$ cat config.mk
export PLATFORM = sky130hd
export DESIGN_NAME = xoodyak_op_sequencer
export DESIGN_NICKNAME = d
export VERILOG_FILES = /design/src/rtl/xoodyak_op_sequencer.sv
export SDC_FILE = /design/constraint.sdc
export NUM_CORES = 2
export LEC_CHECK = 0
export CAP_MARGIN = 30
export CORE_MARGIN = 4
export CORE_UTILIZATION = 35
export CTS_CLUSTER_SIZE = 20
export DETAILED_ROUTE_END_ITERATION = 8
export GPL_ROUTABILITY_DRIVEN = 0
export PLACE_DENSITY_LB_ADDON = 0.25
export REMOVE_ABC_BUFFERS = 1
export SLEW_MARGIN = 20
export SYNTH_ARGS = -nofsm -noshare
export SYNTH_HDL_FRONTEND = slang
export SYNTH_SLANG_ARGS = --single-unit
$ cat constraint.sdc
create_clock -name eph1 -period 27.7 [get_ports eph1]
set_input_delay 5.54 -clock eph1 [delete_from_list [all_inputs] [get_ports eph1]]
set_output_delay 5.54 -clock eph1 [all_outputs]
set_load 0.005 [all_outputs]
$ cat src/rtl/xoodyak_op_sequencer.sv
// Command scheduler for xoodyak_build. It queues host commands, issues them to the core one
// at a time, returns text results over a valid/ready port, enforces session ordering and
// times out a core that never finishes.
module xoodyak_op_sequencer #(
  parameter int unsigned DEPTH   = 4,
  parameter int unsigned TIMEOUT = 64,
  parameter int unsigned GAP     = 1,
  parameter int unsigned DW      = 352,
  parameter int unsigned TW      = 192
) (
  input  logic                       eph1,
  input  logic                       reset_n,
  input  logic                       cmd_valid,
  output logic                       cmd_ready,
  input  logic [4:0]                 cmd_opmode,
  input  logic [DW-1:0]              cmd_data,
  output logic [4:0]                 core_opmode,
  output logic [DW-1:0]              core_data,
  input  logic                       core_finished,
  input  logic [TW-1:0]              core_textout,
  output logic                       res_valid,
  input  logic                       res_ready,
  output logic [TW-1:0]              res_text,
  output logic [2:0]                 res_op,
  output logic                       busy,
  output logic [$clog2(DEPTH+1)-1:0] fifo_count,
  output logic                       err_seq,
  output logic                       err_timeout,
  input  logic                       err_clr
);

  localparam int unsigned PW  = $clog2(DEPTH);
  localparam int unsigned CW  = $clog2(DEPTH + 1);
  localparam int unsigned TMW = $clog2(TIMEOUT + 1);
  localparam int unsigned GW  = (GAP > 0) ? $clog2(GAP + 1) : 1;

  typedef enum logic [1:0] {StIdle, StIssue, StResult, StGap} state_e;

  state_e state_q, state_d;

  logic [4:0]    op_mem   [DEPTH];
  logic [DW-1:0] data_mem [DEPTH];
  logic [PW-1:0] wr_ptr_q, rd_ptr_q;
  logic [CW-1:0] count_q, count_d;

  logic [4:0]     core_opmode_q, core_opmode_d;
  logic [DW-1:0]  core_data_q, core_data_d;
  logic [TMW-1:0] timer_q, timer_d;
  logic [GW-1:0]  gap_q, gap_d;
  logic           session_q, session_d;
  logic           res_valid_q, res_valid_d;
  logic [TW-1:0]  res_text_q, res_text_d;
  logic [2:0]     res_op_q, res_op_d;
  logic           err_seq_q, err_seq_d;
  logic           err_to_q, err_to_d;

  logic       push, pop, issue, seq_bad, timeout_hit, text_op;
  logic [2:0] head_code;
  state_e     post_st;

  assign cmd_ready   = (count_q != CW'(DEPTH));
  assign push        = cmd_valid & cmd_ready;
  assign pop         = (state_q == StIdle) && (count_q != '0);
  assign head_code   = op_mem[rd_ptr_q][2:0];
  // Ops other than idle/init need an open session; bad ones are dropped at pop.
  assign seq_bad     = (head_code > 3'd1) && !session_q;
  assign issue       = pop && (head_code != 3'd0) && !seq_bad;
  assign timeout_hit = (timer_q == TMW'(TIMEOUT));
  assign text_op     = (core_opmode_q[2:0] inside {3'd4, 3'd5, 3'd6});
  assign post_st     = (GAP == 0) ? StIdle : StGap;

  // Payload storage; pointers and count carry the reset.
  always_ff @(posedge eph1) begin
    if (push) begin
      op_mem[wr_ptr_q]   <= cmd_opmode;
      data_mem[wr_ptr_q] <= cmd_data;
    end
  end

  // FIFO occupancy next state.
  always_comb begin
    count_d = count_q;
    unique case ({push, pop})
      2'b10:   count_d = count_q + CW'(1);
      2'b01:   count_d = count_q - CW'(1);
      default: count_d = count_q;
    endcase
  end

  // State and datapath registers.
  always_ff @(posedge eph1 or negedge reset_n) begin
    if (!reset_n) begin
      state_q       <= StIdle;
      wr_ptr_q      <= '0;
      rd_ptr_q      <= '0;
      count_q       <= '0;
      core_opmode_q <= '0;
      core_data_q   <= '0;
      timer_q       <= '0;
      gap_q         <= '0;
      session_q     <= 1'b0;
      res_valid_q   <= 1'b0;
      res_text_q    <= '0;
      res_op_q      <= '0;
      err_seq_q     <= 1'b0;
      err_to_q      <= 1'b0;
    end else begin
      state_q       <= state_d;
      wr_ptr_q      <= push ? wr_ptr_q + PW'(1) : wr_ptr_q;
      rd_ptr_q      <= pop ? rd_ptr_q + PW'(1) : rd_ptr_q;
      count_q       <= count_d;
      core_opmode_q <= core_opmode_d;
      core_data_q   <= core_data_d;
      timer_q       <= timer_d;
      gap_q         <= gap_d;
      session_q     <= session_d;
      res_valid_q   <= res_valid_d;
      res_text_q    <= res_text_d;
      res_op_q      <= res_op_d;
      err_seq_q     <= err_seq_d;
      err_to_q      <= err_to_d;
    end
  end

  // FSM next-state selection.
  always_comb begin
    state_d = state_q;
    unique case (state_q)
      StIdle:   if (issue) state_d = StIssue;
      StIssue: begin
        if (core_finished) state_d = text_op ? StResult : post_st;
        else if (timeout_hit) state_d = post_st;
      end
      StResult: if (res_ready) state_d = post_st;
      StGap:    if (gap_q == GW'(GAP)) state_d = StIdle;
      default:  state_d = StIdle;
    endcase
  end

  // Registered outputs, timers, session and sticky error updates.
  always_comb begin
    core_opmode_d = core_opmode_q;
    core_data_d   = core_data_q;
    timer_d       = timer_q;
    gap_d         = gap_q;
    session_d     = session_q;
    res_valid_d   = res_valid_q;
    res_text_d    = res_text_q;
    res_op_d      = res_op_q;
    err_seq_d     = err_seq_q & ~err_clr;
    err_to_d      = err_to_q & ~err_clr;
    unique case (state_q)
      StIdle: begin
        if (issue) begin
          core_opmode_d = op_mem[rd_ptr_q];
          core_data_d   = data_mem[rd_ptr_q];
          timer_d       = TMW'(1);
          if (head_code == 3'd1) session_d = 1'b1;
        end
        if (pop && seq_bad) err_seq_d = 1'b1;
      end
      StIssue: begin
        if (core_finished) begin
          core_opmode_d = '0;
          if (text_op) begin
            res_valid_d = 1'b1;
            res_text_d  = core_textout;
            res_op_d    = core_opmode_q[2:0];
          end else begin
            core_data_d = '0;
            gap_d       = GW'(1);
          end
        end else if (timeout_hit) begin
          core_opmode_d = '0;
          core_data_d   = '0;
          gap_d         = GW'(1);
          session_d     = 1'b0;
          err_to_d      = 1'b1;
        end else begin
          timer_d = timer_q + TMW'(1);
        end
      end
      StResult: begin
        if (res_ready) begin
          res_valid_d = 1'b0;
          core_data_d = '0;
          gap_d       = GW'(1);
        end
      end
      StGap:   gap_d = gap_q + GW'(1);
      default: ;
    endcase
  end

  assign core_opmode = core_opmode_q;
  assign core_data   = core_data_q;
  assign res_valid   = res_valid_q;
  assign res_text    = res_text_q;
  assign res_op      = res_op_q;
  assign busy        = (state_q != StIdle) || (count_q != '0);
  assign fifo_count  = count_q;
  assign err_seq     = err_seq_q;
  assign err_timeout = err_to_q;

endmodule

=== Word-level counts from Yosys, hierarchy flattened ===
Memories as Yosys holds them, arrays and structs flattened.
Index checks and enable logic that the tools add are counted.

* Bits in registers: 573
* Bits in writable memories: 1428
* Output and inout bits: 560
* Logic and storage cells: 118
* Memories kept: 2

* Add/sub/neg operators: 6
* Order comparisons: 1
* Equal/unequal tests: 22
* Mux-type cells: 43
* Bitwise gates (word level): 4
* Reductions and logical operators: 26

{| class="wikitable"
|+ Memories
! name !! words !! bits a word !! rd ports !! clocked after memory_dff !! wr ports !! line !! text
|-
| data_mem || 4 || 352 || 1 || 0 || 1 || 42 || <nowiki>logic [DW-1:0] data_mem [DEPTH];</nowiki>
|-
| op_mem || 4 || 5 || 1 || 0 || 1 || 41 || <nowiki>logic [4:0] op_mem [DEPTH];</nowiki>
|}

{| class="wikitable"
|+ Operator list
! cell !! number
|-
| 2-to-1 mux 352 bit || 5
|-
| case mux 352 bit (3 select lines) || 1
|-
| 2-to-1 mux 7 bit || 3
|-
| 2-to-1 mux 1 bit || 19
|-
| inequality test 2 bit, second input constant || 8
|-
| AND reduction 4 bit || 4
|-
| 2-to-1 mux 5 bit || 3
|-
| nonzero test 3 bit || 5
|-
| case mux 7 bit (2 select lines) || 1
|-
| 2-to-1 mux 2 bit || 5
|-
| case mux 5 bit (2 select lines) || 1
|-
| AND reduction 5 bit || 2
|-
| == test 3 bit, second input constant || 3
|-
| inequality test 3 bit, second input constant || 3
|-
| case mux 2 bit (4 select lines) || 1
|-
| nonzero test 2 bit || 4
|-
| adder 7 x 1 -> 7 bit, second input constant || 1
|-
| == test 7 bit, second input constant || 1
|-
| == test 2 bit, second input constant || 3
|-
| case mux 3 bit (2 select lines) || 1
|-
| AND reduction 3 bit || 2
|-
| logical AND 1 bit || 5
|-
| adder 2 x 1 -> 2 bit, second input constant || 2
|-
| == test 2 x 1 -> 1 bit, second input constant || 2
|-
| 13 further kinds || 17
|}

=== Depth between registers and ports, before layout ===
An unclocked memory read counts as a cell.

* Depth after elaboration: 7
* Gate-level depth with buffers: 11
* Mapped depth without buffers: 10

=== Worst setup path before layout ===
Ideal clock, no wire load.

* Path kind: input to register
* From: input cmd_valid
* To: memory data_mem[0][0], enable pin
* Setup time: 0.769 ns
* Data arrival time: 13.662 ns
* Required time: 26.931 ns
* Setup slack: 13.269 ns
* Stages on the path: 1
* Buffers on the path: 0
* Path through: and3_1

* Word-level cells in the longest chain between the ends: 3

{| class="wikitable"
|+ RTL lines
! what !! line !! text
|-
| start, declared || 13 || <nowiki>input logic cmd_valid,</nowiki>
|-
| bitwise AND 1 bit || 62 || <nowiki>assign push = cmd_valid & cmd_ready;</nowiki>
|-
| 2-to-1 mux 1 bit || 74 || <nowiki>if (push) begin</nowiki>
|-
| 2-to-1 mux 1 bit (not written as such) || 76 || <nowiki>data_mem[wr_ptr_q] <= cmd_data;</nowiki>
|-
| end, declared || 42 ||
|}

No other way between the ends.

=== Worst setup path after layout ===
* From: input cmd_valid
* To: memory data_mem[3][39], enable pin

Same word-level chain as after synthesis.

==> qor.txt <==
run status -> completed
DRC -> 0
data required time of the worst path -> 28140 ps
HPWL after detailed placement -> 152000 um
hold violation total from the final report -> 0
top cells by count, synth -> edfxtp_1, nand2_1, dfrtp_1, o21ai_0, mux4_2
number of antenna violations at the first check in global routing -> 69
WS Path Type -> primary input to register
CTS tree -> yes
WHS -> 472 ps
Peak Freq -> 115 MHz
Max Cap Viol -> 0
final setup TNS -> 0 ps
Cells after Synth -> 4419
Initial Util -> 0.352
die area -> 223000 um2
fin. max-slew vios -> 0
Pre-Repair DR Iteration Count -> 5
post-synth cell types -> 51
hold crit path type -> register to register
YS warnings -> 0
CTS buffer count -> 207
Die Height -> 472 um
Via density -> 5.11
count of final setup violators -> 0
CTS resizes -> 0
Area Growth Syn to Fin -> 28.3%
Netlist Area Pre-Place -> 75500 um2
leakage -> 34.4 nW
Least-Margin Pin Slew -> 1040 ps
Post-synth EDFFs -> 1428
Seq/Total Area, Yosys -> 0.758
final worst path period need -> 8720 ps
largest net degree at the start of global routing -> 196
power per cell area -> 115 nW/um2
placed cell count -> 8151
# clock sinks -> 2001
via count -> 43775
layout net count -> 6095
CTS root buffer -> clkbuf_16
syn_area_per_cell -> 17.1 um2
synthesized flop and latch total -> 2001
VDD IR max -> 0.0000841 V
CP max FO -> 130
Clock Path Buffers -> 3
initial drt markers -> 3542
vias in the first global route -> 44782
RSZ-0062 raised after global routing -> no
clock-pin transition on the worst setup and hold timing paths -> 60 ps
ranking of synthesized cells by area -> edfxtp_1, dfrtp_1, mux4_2
Cell Rows -> 170
Chip Width -> 472 um
post-route ant nets -> 0
most frequent cell after synthesis -> edfxtp_1
I/O pin count -> 1115
type of element launching the critical path -> primary input
CP endpoint kind -> register
period utilization -> 0.315
Slew Limit Headroom -> 0.305
layout cells sized above 1 -> 0.135
global-route usage over all layers -> 0.203
PortBufs -> 1114
share of the synthesized area in the top cell type -> 0.568
worst-skew pair later-pin latency -> 830 ps
first-pass GRT wire length -> 331000 um
Placeable Area -> 215000 um2
FFs w/ async S/R, synth -> 0.286
Synth Flop Type -> edfxtp_1
Synth area leader -> edfxtp_1
Setup Fix Bufs, Post-CTS -> 0
Finished Layout Cells -> 8573
grt ovf -> 0
WP data arrival -> 9160 ps
Placed Area -> 89600 um2
H-tree depth -> 4
fin area -> 96800 um2
WL/cell -> 26.9 um
final wirelength -> 231000 um
final setup skew -> 44.6 ps
CTS Hold Buffers Added -> 0
cells in the final DEF, fill, tap and decap left out, drive strengths merged, types with 5 or more instances in the layout:
cell and n:
o2bb2ai 5, mux4 357, buf 71, clkinvlp 8
inv 24, clkbuf 287, nand3 6, edfxtp 1428
clkdlybuf4s50 1113, diode 28, ha 12, dfrtp 573
nand2 593, nand2b 354, bufinv 18, o21ai 713
clkinv 70, o41ai 5, nor2 9
registers in the layout (all words and copies together) (netlist names), 3 cells and up:
signal / count
res_text: 192
res_op: 3
core_data: 352
timer_q: 7
op_mem: 20
fifo_count: 3
data_mem: 1408
core_opmode: 5
per-layer routing:
metal | track usage | vias to the layer above | share of wire
li1 | - | 18860 | -
met1 | 0.257 | 22889 | 0.40
met2 | 0.327 | 1557 | 0.48
met3 | 0.0571 | 409 | 0.077
met4 | 0.0866 | 60 | 0.046
met5 | 0 | - | 0.0017
cell type report:
class / instances / area [um2]
fill: 18701 / 118000
sequential: 2001 / 57200
multi-input combinational: 2115 / 16900
timing repair buffer: 1184 / 12000
clock buffer: 287 / 5880
tap: 2838 / 3550
clock inverter: 102 / 1130
antenna: 28 / 70.1
inverter: 18 / 67.6
critical path: stages:
cell,delay (ps)
clkdlybuf4s50_1,560
and3_4,550
buf_4,690
buf_4,780
buf_12,660
worst paths after layout:
kind / start / endpoint / slack (ps) / cells past startpoint
max: cmd_valid / data_mem[3][39]$_DFFE_PP_ / 18980 / 5
min: res_op[2]$_DFFE_PN0P_ / res_op[2]$_DFFE_PN0P_ / 470 / 1
max reg2reg: rd_ptr_q[0]$_DFFE_PN0P_ / core_data[31]$_DFFE_PN0P_ / 22460 / 8
min reg2reg: res_op[2]$_DFFE_PN0P_ / res_op[2]$_DFFE_PN0P_ / 470 / 1
max in group asynchronous: reset_n / res_text[45]$_DFFE_PN0P_ / 20290 / 5
min in group asynchronous: reset_n / core_data[85]$_DFFE_PN0P_ / 4660 / 1
cell families after synthesis:
family	synth area share
flops	0.758
simple gates	0.0621
compound gates	0.0514
mux	0.107
buf+inv	0.0184
fa+ha+maj	0.00226
xor+xnor	0.000696
where the power goes:
group | leakage [nW] | switching [W] | internal, W
registers | 20.4 | 0.000391 | 0.00404
clock network | 3.44 | 0.00118 | 0.00166
logic | 10.5 | 0.00217 | 0.00172
per-stage QoR:
| stage | power, W | utilization | worst slack (ps) |
|---|---|---|---|
| finish | 0.0112 | 0.451 | 18980 |
| global route | 0.0117 | 0.451 | 18770 |
| CTS | 0.0113 | 0.450 | 19000 |
| detailed placement | 0.00844 | 0.417 | 18060 |
| global placement | 0.00836 | 0.417 | 18090 |
| floorplan | 0.00719 | - | 2090 |
No activity file was read; power rests on OpenSTA's default activity.
